[config.mk]
export PLATFORM = sky130hd
export DESIGN_NAME = pri_requester
export DESIGN_NICKNAME = d
export VERILOG_FILES = /design/src/rtl/pri_requester.sv
export SDC_FILE = /design/constraint.sdc
export NUM_CORES = 1
export LEC_CHECK = 0
export ABC_CLOCK_PERIOD_IN_PS = 6250
export CAP_MARGIN = 20
export CORE_MARGIN = 5
export CORE_UTILIZATION = 30
export CTS_BUF_LIST = sky130_fd_sc_hd__clkbuf_8
export DETAILED_ROUTE_END_ITERATION = 6
export PLACE_DENSITY = 0.57
export SLEW_MARGIN = 20
export SYNTH_ARGS = -nofsm -noshare
export SYNTH_HDL_FRONTEND = slang
export SYNTH_SLANG_ARGS = --single-unit
[constraint.sdc]
create_clock -name clk -period 6.25 [get_ports clk]
set_clock_uncertainty 0.05 [all_clocks]
set_input_delay 0.9375 -clock clk [delete_from_list [all_inputs] [get_ports clk]]
set_output_delay 0.9375 -clock clk [all_outputs]
set_load 0.02 [all_outputs]
[src/rtl/pri_requester.sv]
// Per-port priority request queues feeding an external arbiter.
// Waiting heads are aged and boosted; granted heads are popped and reported one cycle later.
module pri_requester #(
    parameter int unsigned N      = 4,
    parameter int unsigned P      = 16,
    parameter int unsigned DEPTH  = 4,
    parameter int unsigned AGE_TH = 8,
    localparam int unsigned W     = (P > 1) ? $clog2(P) : 1,
    localparam int unsigned NW    = (N > 1) ? $clog2(N) : 1
) (
    input  logic            clk,
    input  logic            reset,
    input  logic [N-1:0]    push,
    input  logic [N*W-1:0]  push_pri,
    output logic [N-1:0]    full,
    output logic [N-1:0]    req,
    output logic [N*W-1:0]  pri_req,
    input  logic [N-1:0]    gnt,
    input  logic            any_gnt,
    output logic            pop_valid,
    output logic [NW-1:0]   pop_port,
    output logic [W-1:0]    pop_pri,
    output logic            err
);

    localparam int unsigned AW = (DEPTH > 1) ? $clog2(DEPTH) : 1;
    localparam int unsigned CW = $clog2(DEPTH + 1);
    localparam int unsigned GW = (AGE_TH > 1) ? $clog2(AGE_TH) : 1;

    logic [W-1:0]  mem_q   [N][DEPTH];
    logic [AW-1:0] rptr_q  [N];
    logic [AW-1:0] rptr_d  [N];
    logic [AW-1:0] wptr_q  [N];
    logic [AW-1:0] wptr_d  [N];
    logic [CW-1:0] cnt_q   [N];
    logic [CW-1:0] cnt_d   [N];
    logic [GW-1:0] age_q   [N];
    logic [GW-1:0] age_d   [N];
    logic [W-1:0]  boost_q [N];
    logic [W-1:0]  boost_d [N];
    logic [W-1:0]  head    [N];
    logic [W-1:0]  in_pri  [N];
    logic [W:0]    boosted [N];

    logic [N-1:0]  pop, push_ok, push_ovf;
    logic          gnt_onehot, gnt_err;
    logic [NW-1:0] gnt_idx;
    logic          err_q, err_d;
    logic          pop_valid_q;
    logic [NW-1:0] pop_port_q;
    logic [W-1:0]  pop_pri_q;

    // Grant decode: only a qualified one-hot grant to a non-empty port pops.
    always_comb begin
        gnt_onehot = (gnt != '0) && ((gnt & (gnt - N'(1))) == '0);
        gnt_idx    = '0;
        for (int i = 0; i < N; i++) begin
            if (gnt[i]) gnt_idx = NW'(i);
        end
        pop     = (any_gnt && gnt_onehot) ? (gnt & req) : '0;
        gnt_err = (gnt != '0) && (!any_gnt || !gnt_onehot || ((gnt & req) == '0));
    end

    always_comb begin
        for (int i = 0; i < N; i++) begin
            head[i]    = mem_q[i][rptr_q[i]];
            req[i]     = (cnt_q[i] != '0);
            full[i]    = (cnt_q[i] == CW'(DEPTH));
            boosted[i] = {1'b0, head[i]} + {1'b0, boost_q[i]};
            if (!req[i]) begin
                pri_req[i*W +: W] = '0;
            end else if (boosted[i] > (W+1)'(P - 1)) begin
                pri_req[i*W +: W] = W'(P - 1);
            end else begin
                pri_req[i*W +: W] = boosted[i][W-1:0];
            end
        end
    end

    always_comb begin
        err_d = err_q | gnt_err;
        for (int i = 0; i < N; i++) begin
            in_pri[i]   = push_pri[i*W +: W];
            // A full port still accepts a push when it pops on the same edge.
            push_ok[i]  = push[i] && (in_pri[i] != '0) && (!full[i] || pop[i]);
            push_ovf[i] = push[i] && (in_pri[i] != '0) && full[i] && !pop[i];
            if (push_ovf[i]) err_d = 1'b1;

            rptr_d[i] = rptr_q[i] + AW'(pop[i]);
            wptr_d[i] = wptr_q[i] + AW'(push_ok[i]);
            cnt_d[i]  = cnt_q[i];
            if (push_ok[i] && !pop[i]) cnt_d[i] = cnt_q[i] + CW'(1);
            if (pop[i] && !push_ok[i]) cnt_d[i] = cnt_q[i] - CW'(1);

            age_d[i]   = age_q[i];
            boost_d[i] = boost_q[i];
            if (pop[i]) begin
                age_d[i]   = '0;
                boost_d[i] = '0;
            end else if (req[i]) begin
                if (age_q[i] == GW'(AGE_TH - 1)) begin
                    age_d[i] = '0;
                    if (boost_q[i] != W'(P - 1)) boost_d[i] = boost_q[i] + W'(1);
                end else begin
                    age_d[i] = age_q[i] + GW'(1);
                end
            end
        end
    end

    always_ff @(posedge clk) begin
        if (reset) begin
            for (int i = 0; i < N; i++) begin
                rptr_q[i]  <= '0;
                wptr_q[i]  <= '0;
                cnt_q[i]   <= '0;
                age_q[i]   <= '0;
                boost_q[i] <= '0;
            end
            err_q       <= 1'b0;
            pop_valid_q <= 1'b0;
            pop_port_q  <= '0;
            pop_pri_q   <= '0;
        end else begin
            for (int i = 0; i < N; i++) begin
                rptr_q[i]  <= rptr_d[i];
                wptr_q[i]  <= wptr_d[i];
                cnt_q[i]   <= cnt_d[i];
                age_q[i]   <= age_d[i];
                boost_q[i] <= boost_d[i];
            end
            err_q       <= err_d;
            pop_valid_q <= |pop;
            if (|pop) begin
                pop_port_q <= gnt_idx;
                pop_pri_q  <= head[gnt_idx];
            end
        end
    end

    // Storage needs no reset: pointers and counts define what is live.
    always_ff @(posedge clk) begin
        for (int i = 0; i < N; i++) begin
            if (push_ok[i]) mem_q[i][wptr_q[i]] <= in_pri[i];
        end
    end

    assign err       = err_q;
    assign pop_valid = pop_valid_q;
    assign pop_port  = pop_port_q;
    assign pop_pri   = pop_pri_q;

endmodule

==> metrics.cfg <==
[outcome]
outcome = finished, final reports clean

[critical_path]
start_kind = flip-flop
cpLargestDelayFamily = adder cells
worstPathArrival_ps = 3290
timing.rr.start = cnt_q[0][2]
crit_fanout = 5
reg2reg_depth = 9
worstReg2RegEnd = cnt_q[0][2]
end_kind = primary output
rrSetupSlack_ps = 3700
cpMostUsedCell = a21oi_1
worstPathCellList = mux4_2 -> ha_1 -> fa_1 -> a21o_1 -> a21oi_1 -> a21oi_1 -> clkdlybuf4s50_1
worstPathRequired_ps = 5260
cpMaxStageDelayCell = mux4_2
critPathMaxStageDelay_ps = 590
cp.buffers_inverters = 1
path_class = flip-flop to primary output

[timing]
rsz0062_at_grt = no
max_clock_freq_mhz = 234
slew_headroom_pct = 36.1
setup-tns-final_ps = 0
layout_setup_ws_ps = 1980
min_period_ps = 4270
timing.final.crit_share_pct = 68.4
setup-violations-final = 0
timing.final.max_slew_violations = 0
tightest_slew_ps = 946
finalHoldViolCount = 0

[min_path]
whs_endpoint = age_q[1][2]
hp-start = age_q[1][2]
hp-class = flip-flop to flip-flop
min_path_cells = 2

[global_route]
antenna_found_initial = 2
grt_usage_pct = 12.1
grt_max_degree = 40
grt-ovfl-total = 0
grt_pass1_wl_um = 22900
grt_pass1_vias = 4464

[power]
p_per_area_nw_per_um2 = 268
p_int_mw = 1.55
power_leakage_nw = 2.91
p_sw_mw = 0.506
swShare_pct = 24.6
p_clk_share_pct = 39.9
ir_worst_vdd_mv = 0.103
sequentialPowerShare_pct = 46.3
comb_power_share_pct = 13.7

[placed_design]
dp.cells = 864
dp_slack_ps = 2130
dp_hpwl_um = 10700
portBuffers = 58
gp_congestion = 0.848
place_area_sq_um = 7190

[clocking]
cts_num_sinks = 128
clock_path_buffers = 2
path_clk_slew_ps = 80
cts_made_buffers = 17
htree_levels = 4
post-cts-setup-buffers = 0
cts_resized = 0
hold_buffers = 0
cts_tree = yes
clock-root-buffer = clkbuf_8
clk_latency_ps = 440

[cells_and_area]
diodes = 0
instances_no_fill = 896
final_cell_mix = dfxtp_1 (64), edfxtp_1 (64), clkdlybuf4s50_1 (58)
area_growth_pct = 21.6
layout-drive-gt1-share_pct = 9.98
final_cell_area_sq_um = 7650
nets = 681

[floorplan]
initial_core_util_pct = 30.2
num_rows = 53
die_x_um = 155
io-pin-count = 59
coreArea_sq_um = 20800
die_y_um = 155
dieArea_sq_um = 24000

[synthesis]
synth.cell_area_sq_um = 6300
async_flop_share_pct = 0
synth_cell_type_count = 49
synth_area_leaders = edfxtp_1 (31%), dfxtp_1 (20%), ha_1 (7.6%)
synth_edf_count = 64
ys_warn_count = 0
yosysTopAreaCellShare_pct = 30.5
yosysSeqAreaShare_pct = 50.9
yosysTopAreaCell = edfxtp_1
ys_ff_latch = 128
syn_area_per_cell_sq_um = 11.7
ys.flop_type = edfxtp_1
synthesis.nets = 612
synthCells = 539

[route]
drc = 0
drtIter0Drc = 220
wire_per_inst_um = 15.4
routed_via_density = 4.87
ant_nets = 0
routed_wl_um = 13800
drt_first_pass_iters = 4
via_count = 4361

[run]
max-cap-violations = 0

cells in the mapped netlist, types with 2 or more instances:
cell type,number
nor2_1,41
a311oi_2,4
edfxtp_1,64
nor3_1,19
a211oi_1,2
a2111oi_0,2
mux2i_1,4
mux4_2,16
and3_1,11
clkbuf_1,8
o41ai_1,3
xnor2_1,9
fa_1,8
o22ai_1,3
inv_1,41
ha_1,38
nor4b_1,4
nand3_1,12
xor2_1,24
nor3_2,4
nand2_1,15
nor2b_1,12
a41oi_1,2
or3_1,4
a21o_1,12
a21oi_1,51
or4b_2,2
o31ai_1,2
o41a_1,3
o21ai_0,6
dfxtp_1,64
o21bai_1,3
nand2b_1,4
nor3b_1,17
o31a_1,4
nand4_1,8
flip-flops by register name (all words and copies together), names as in the netlist:
signal,cells
pop_valid,1
rptr_q,8
wptr_q,8
pop_port,2
boost_q,16
pop_pri,4
err,1
age_q,12
cnt_q,12
mem_q,64
stage by stage:
step	hold WS, ps	power, mW	util (%)
after floorplan	386	1.14	-
after global placement	392	1.24	34.5
after detailed placement	413	1.26	34.5
after CTS	424	2.08	36.8
after global routing	440	2.15	36.8
final	419	2.05	36.8
power by group through the flow:
stage	Sequential (mW)	Combinational [mW]	Clock [mW]
after global placement	0.967	0.275	0
final	0.952	0.282	0.820
after global routing	0.957	0.312	0.882
after detailed placement	0.971	0.285	0
after floorplan	0.967	0.169	0
after CTS	0.952	0.287	0.841
per-layer routing:
layer  global-route usage (%)  wire (um)
met5                        0         32
met4                     4.21        223
met3                     3.62        559
met2                     19.9       6800
met1                     15.0       6210
tightest hold or removal path, cell delays in order, from the launching register on:
cell and delay (ps):
dfxtp_1 320, nand2_1 50, a21oi_1 50
layout make-up:
cell class / instances / area (sq um)
Sequential cell: 128 / 3200
Clock buffer: 20 / 275
Timing Repair Buffer: 60 / 596
Inverter: 41 / 154
Fill cell: 2016 / 13200
Tap cell: 275 / 344
Multi-Input combinational cell: 360 / 2890
Clock inverter: 12 / 190
cells by family after synthesis:
logic type,share of synthesized area [%]
and+or+nand+nor,13.9
muxes,6.36
adders and majority gates,10.1
DFF,50.9
buffers and inverters,3.18
AOI/OAI and AO/OA,11.0
xor gates and xnor gates,4.59
worst max-delay path by stage:
stage            startpoint           to  slack [ps]  depth (start not counted)
2_1_floorplan        gnt[1]  cnt_q[2][2]        2960                          8
5_1_grt        rptr_q[1][0]   pri_req[5]        1740                          7
3_3_place_gp         gnt[3]  cnt_q[2][2]        2230                          8
4_1_cts        rptr_q[1][0]   pri_req[4]        1880                          7
3_5_place_dp         gnt[3]  cnt_q[2][2]        2130                          8
6_report       rptr_q[1][0]   pri_req[5]        1980                          7
Note: power is estimated with default switching activity, not from simulation.
